[config.mk]
export PLATFORM = sky130hd
export DESIGN_NAME = kbus_plotter
export DESIGN_NICKNAME = d
export VERILOG_FILES = /design/src/rtl/kbus_plotter.sv
export SDC_FILE = /design/constraint.sdc
export NUM_CORES = 1
export LEC_CHECK = 0
export ABC_AREA = 1
export CAP_MARGIN = 20
export CELL_PAD_IN_SITES_DETAIL_PLACEMENT = 2
export CELL_PAD_IN_SITES_GLOBAL_PLACEMENT = 2
export CORE_MARGIN = 2
export CORE_UTILIZATION = 31
export DETAILED_ROUTE_END_ITERATION = 10
export GPL_TIMING_DRIVEN = 0
export PLACE_DENSITY = 0.76
export SLEW_MARGIN = 15
export SYNTH_ARGS = -nofsm -noshare
export SYNTH_HDL_FRONTEND = slang
export SYNTH_SLANG_ARGS = --single-unit
[constraint.sdc]
create_clock -name clk -period 3 [get_ports clk]
set_input_delay 0.45 -clock clk [delete_from_list [all_inputs] [get_ports clk]]
set_output_delay 0.45 -clock clk [all_outputs]
set_load 0.005 [all_outputs]
[src/rtl/kbus_plotter.sv]
// K-bus pixel-plot receiver: queues {X,Y,colour} commands, clips them,
// and writes visible pixels into the framebuffer via req/ack.
module kbus_plotter #(
  parameter int FIFO_DEPTH = 4,
  parameter int X_MAX      = 159,
  parameter int Y_MAX      = 119,
  parameter int ADDR_W     = 15
) (
  input  logic              clk,
  input  logic              rst_n,
  input  logic              k_valid,
  input  logic [23:0]       k_data,
  output logic              k_ready,
  output logic              fb_req,
  output logic [ADDR_W-1:0] fb_addr,
  output logic [7:0]        fb_data,
  input  logic              fb_ack,
  output logic              busy,
  output logic [15:0]       plot_count,
  output logic [7:0]        clip_count
);

  localparam int PW = (FIFO_DEPTH > 1) ? $clog2(FIFO_DEPTH) : 1;
  localparam int CW = PW + 1;
  localparam logic [CW-1:0] FULL = CW'(FIFO_DEPTH);
  localparam logic [31:0] XM = X_MAX;
  localparam logic [31:0] YM = Y_MAX;
  localparam logic [31:0] W  = X_MAX + 1;

  typedef enum logic {IDLE, REQ} state_t;

  state_t state, state_nx;

  logic [23:0]   mem [FIFO_DEPTH];
  logic [PW-1:0] wr_ptr;
  logic [PW-1:0] rd_ptr;
  logic [CW-1:0] count;

  logic        push;
  logic        pop;
  logic        clip;
  logic        done;
  logic [23:0] head;
  logic [31:0] hx;
  logic [31:0] hy;
  logic [31:0] addr_full;

  assign k_ready = (count != FULL);
  assign busy    = (count != '0) || (state == REQ);

  assign push = k_valid && k_ready;
  assign pop  = (state == IDLE) && (count != '0);
  assign done = (state == REQ) && fb_ack;

  assign head = mem[rd_ptr];
  assign hx   = {24'd0, head[23:16]};
  assign hy   = {24'd0, head[15:8]};
  assign clip = (hx > XM) || (hy > YM);

  // Full-width linear address; only the low ADDR_W bits reach the RAM.
  assign addr_full = hy * W + hx;

  always_ff @(posedge clk or negedge rst_n) begin
    if (!rst_n) begin
      for (int i = 0; i < FIFO_DEPTH; i++) begin
        mem[i] <= '0;
      end
      wr_ptr <= '0;
      rd_ptr <= '0;
      count  <= '0;
    end else begin
      if (push) begin
        mem[wr_ptr] <= k_data;
        wr_ptr      <= wr_ptr + 1'b1;
      end
      if (pop) begin
        rd_ptr <= rd_ptr + 1'b1;
      end
      unique case ({push, pop})
        2'b10:   count <= count + 1'b1;
        2'b01:   count <= count - 1'b1;
        default: count <= count;
      endcase
    end
  end

  always_ff @(posedge clk or negedge rst_n) begin
    if (!rst_n) begin
      state <= IDLE;
    end else begin
      state <= state_nx;
    end
  end

  always_comb begin
    state_nx = state;
    unique case (state)
      IDLE: if (pop && !clip) state_nx = REQ;
      REQ:  if (fb_ack) state_nx = IDLE;
      default: state_nx = IDLE;
    endcase
  end

  always_ff @(posedge clk or negedge rst_n) begin
    if (!rst_n) begin
      fb_req  <= 1'b0;
      fb_addr <= '0;
      fb_data <= '0;
    end else if (pop && !clip) begin
      fb_req  <= 1'b1;
      fb_addr <= addr_full[ADDR_W-1:0];
      fb_data <= head[7:0];
    end else if (done) begin
      fb_req  <= 1'b0;
    end
  end

  always_ff @(posedge clk or negedge rst_n) begin
    if (!rst_n) begin
      plot_count <= '0;
      clip_count <= '0;
    end else begin
      if (done) begin
        plot_count <= plot_count + 1'b1;
      end
      if (pop && clip && clip_count != 8'hFF) begin
        clip_count <= clip_count + 1'b1;
      end
    end
  end

endmodule

==> results.py, run 1 <==
metrics = {
    "finish": {
        "finalInstanceArea_sq_mm": 0.00959,
        "fillers": 2599,
        "fin_util": 0.411,
        "layout-drive-gt1-share": 0.121,
        "area_growth_pct": 30.9,
        "diodes": 0,
        "nNetsFinal": 1050,
    },
    "timing": {
        "finalCritPeriodShare": 0.975,
        "setup_ws_ps": 75.4,
        "hold_viol_final": 0,
        "max_clock_freq_mhz": 342,
        "setup_viol": 0,
        "holdWs_ps": 479,
        "rsz0062_at_grt": "true",
        "min_period_ps": 2920,
        "finClkSkew_ps": 13.8,
        "worstMarginPinSlew_ps": 683,
        "drv_slew": 0,
        "max_slew_margin": 0.545,
    },
    "cts": {
        "clk_pin_slew_ps": 60,
        "cts.sink_count": 152,
        "insertion_delay_ps": 440,
        "cts_root_buf": "clkbuf_16",
        "htreeDepth": 4,
        "clk_path_buf_depth": 2,
        "cts_buffers": 17,
        "cts_tree": "built",
    },
    "critical_path": {
        "path_class": "register to register",
        "cp_max_fo": 7,
        "crit_path_end_kind": "register",
        "crit_buf_inv": 3,
        "crit_family": "adder cells",
        "crit_slowest_cell": "fa_2",
        "path_cells": "inv_4, buf_12, clkbuf_16, a32oi_4, ha_4, ha_4, fa_2, nand2_4, nor3_4, nand2_2, nor2_2, nand2_1, nand3_2, nand2_1",
        "startpoint_type": "register",
        "slowest_delay_ps": 560,
        "worstPathArrival_ps": 3250,
        "required_ps": 3320,
    },
    "power_and_ir_drop": {
        "p_per_area_mw_per_mm2": 1390,
        "p_leak_nw": 4.60,
        "worst_ir_drop_vdd_mv": 0.523,
        "total_power_mw": 13.4,
    },
    "logic_synthesis": {
        "synthTopCellsByArea": "dfrtp_1 (52%), nand2_1 (14%), o21ai_0 (9.6%)",
        "synth_compound_area_frac": 0.120,
        "synthesis.nets": 932,
        "yosys_most_used_dff": "dfrtp_1",
        "post_synth.cell_area_avg_sq_um": 8.34,
        "synthTopCellsByCount": "nand2_1 (278), dfrtp_1 (152), o21ai_0 (141), inv_1 (76), nor2_1 (52)",
        "synth_cell_types": 27,
        "synthMostInstantiatedCell": "nand2_1",
        "synth_seq_area_share": 0.519,
        "ys_warn_count": 0,
        "synth_edf_count": 0,
        "synth_simple_gate_area_frac": 0.214,
        "async_flop_share": 1.00,
        "synth_top_family_by_area": "simple AND/OR/NAND/NOR gates",
        "syn_area_sq_mm": 0.00733,
        "synth_xor_area_frac": 0.0359,
        "synth_cells": 879,
        "synth_seq_cells": 152,
        "synthAdderAreaFrac": 0.0458,
        "synth_top_area_frac": 0.519,
        "muxShareOfSynthArea": 0,
        "synth_top_area_cell": "dfrtp_1",
    },
    "floorplan": {
        "rows": 56,
        "start_util": 0.314,
        "die_w_um": 158,
        "die_h_um": 158,
        "ioPinCount": 78,
        "die_area_sq_mm": 0.0249,
        "fp.coreArea_sq_mm": 0.0233,
    },
    "global_routing": {
        "antenna_found_initial": 0,
        "grt_pass1_vias": 7159,
        "grt_use_total": 0.209,
        "grt_pass1_wl_um": 39500,
        "grt_start_max_net_pins": 100,
        "grt_overflow_total": 0,
    },
    "route": {
        "drtIter0Drc": 189,
        "wl_per_cell_um": 18.8,
        "routed_wl_um": 25000,
        "dr_total_vias": 6494,
        "drtPass1Iterations": 4,
        "vias_per_cell": 4.89,
        "postRouteAntennaNets": 0,
        "drc": 0,
    },
    "placed_design": {
        "gp_congestion": 0.754,
        "post-place-ws_ps": -1100,
        "hpwl_um": 16400,
        "portBuffers": 77,
        "dpl_cell_area_sq_mm": 0.00853,
    },
    "min_path": {
        "hold_path.class": "register to register",
    },
    "flow_run": {
        "max_cap_violations": 0,
    },
    "status": {
        "outcome": "finished, final reports clean",
    },
}
logic make-up (layout without fill, tap and decap cells):
group,after synthesis,in the layout
XOR/XNOR,30,30
AND/OR/NAND/NOR,388,388
buffers and inverters,117,248
AO/OA/AOI/OAI,167,167
flip-flops,152,152
adder cells (fa/ha/maj),25,25
where the power goes:
| part | switching, mW | total (mW) | internal [mW] | leakage (nW) |
|---|---|---|---|---|
| logic | 4.61 | 7.69 | 3.08 | 2.41 |
| registers | 0.574 | 3.53 | 2.95 | 1.91 |
| clock network | 0.970 | 2.16 | 1.19 | 0.277 |
| total | 6.15 | 13.4 | 7.22 | 4.60 |
timing repair:
action | 4_1_cts | 5_1_grt
pin swaps | 8 | 12
endpoints found under the hold margin | 53 | 0
buffers inserted | 17 | 6
gates resized for setup | 54 | 23
setup endpoints to repair | 9 | 4
hold buffers | 1 | 0
flip-flops by register name, indices dropped and copies added, names as in the netlist:
name / cells
rd_ptr: 2
fb_data: 8
state: 1
mem: 96
count: 3
clip_count: 8
fb_req: 1
plot_count: 16
fb_addr: 15
wr_ptr: 2
path summary, 6_finish.rpt:
| kind | start | end | slack [ps] | cells past startpoint |
|---|---|---|---|---|
| worst max register to register | rd_ptr[1] | fb_addr[13] | 80 | 14 |
| max in group asynchronous | rst_n | mem[72] | 1570 | 3 |
| min in group asynchronous | rst_n | fb_addr[9] | 540 | 2 |
| worst min register to register | count[0] | count[0] | 480 | 1 |
| worst max-delay path | rd_ptr[1] | fb_addr[13] | 80 | 14 |
| worst min-delay path | count[0] | count[0] | 480 | 1 |
worst register-to-register path: stages, from the launching register on:
cell and delay, ps:
dfrtp_2 460, inv_4 70, buf_12 140, clkbuf_16 150, a32oi_4 320, ha_4 260
ha_4 160, fa_2 560, nand2_4 70, nor3_4 240, nand2_2 90, nor2_2 110
nand2_1 70, nand3_2 70, nand2_1 40
per-layer routing:
layer | wire [um] | vias up | GRT usage
met5 | 0 | - | 0
met4 | 330 | 0 | 0.0468
met3 | 896 | 27 | 0.0367
met2 | 12700 | 110 | 0.376
met1 | 11100 | 3307 | 0.261
li1 | - | 3050 | -
cell usage in the layout, fill, tap and decap left out, types with 3 or more instances in the layout:
master,count
nor2_1,49
o21ai_0,137
buf_8,4
inv_6,3
clkbuf_1,10
buf_6,3
clkinv_4,4
buf_4,22
inv_2,4
dfrtp_1,151
ha_4,4
clkbuf_16,20
inv_1,73
nand2_2,7
nand2_4,3
ha_1,16
a21oi_1,4
nor2_2,3
nand3_1,37
buf_2,15
clkinvlp_4,3
nand2_1,270
xor2_1,21
nor3_1,7
nand4_1,5
o21ai_1,5
xnor2_1,7
o22ai_1,13
clkbuf_8,3
clkdlybuf4s50_1,76
through the flow:
step                      setup TNS, ps  std cells
final                                 0       1329
after global routing               -182       1329
after CTS                             0       1324
after detailed placement          -6090       1276
after global placement          -788030       1275
after floorplan                       0        879
layout make-up:
class	count	area, sq um	area share
Sequential cell	152	3800	0.397
Timing Repair Buffer	101	978	0.102
Tap cell	319	399	0.0416
Buffer	37	314	0.0327
Clock buffer	18	439	0.0458
Multi-Input combinational cell	610	3220	0.336
Clock inverter	14	141	0.0147
Inverter	78	295	0.0308
No activity file was read; power rests on OpenSTA's default activity.
==> inputs of run 2 (changes only) <==
- GPL_ROUTABILITY_DRIVEN: not set -> 1
==> results of run 2 <==
The final DEF is identical to that of run 1; final timing and power are the same.
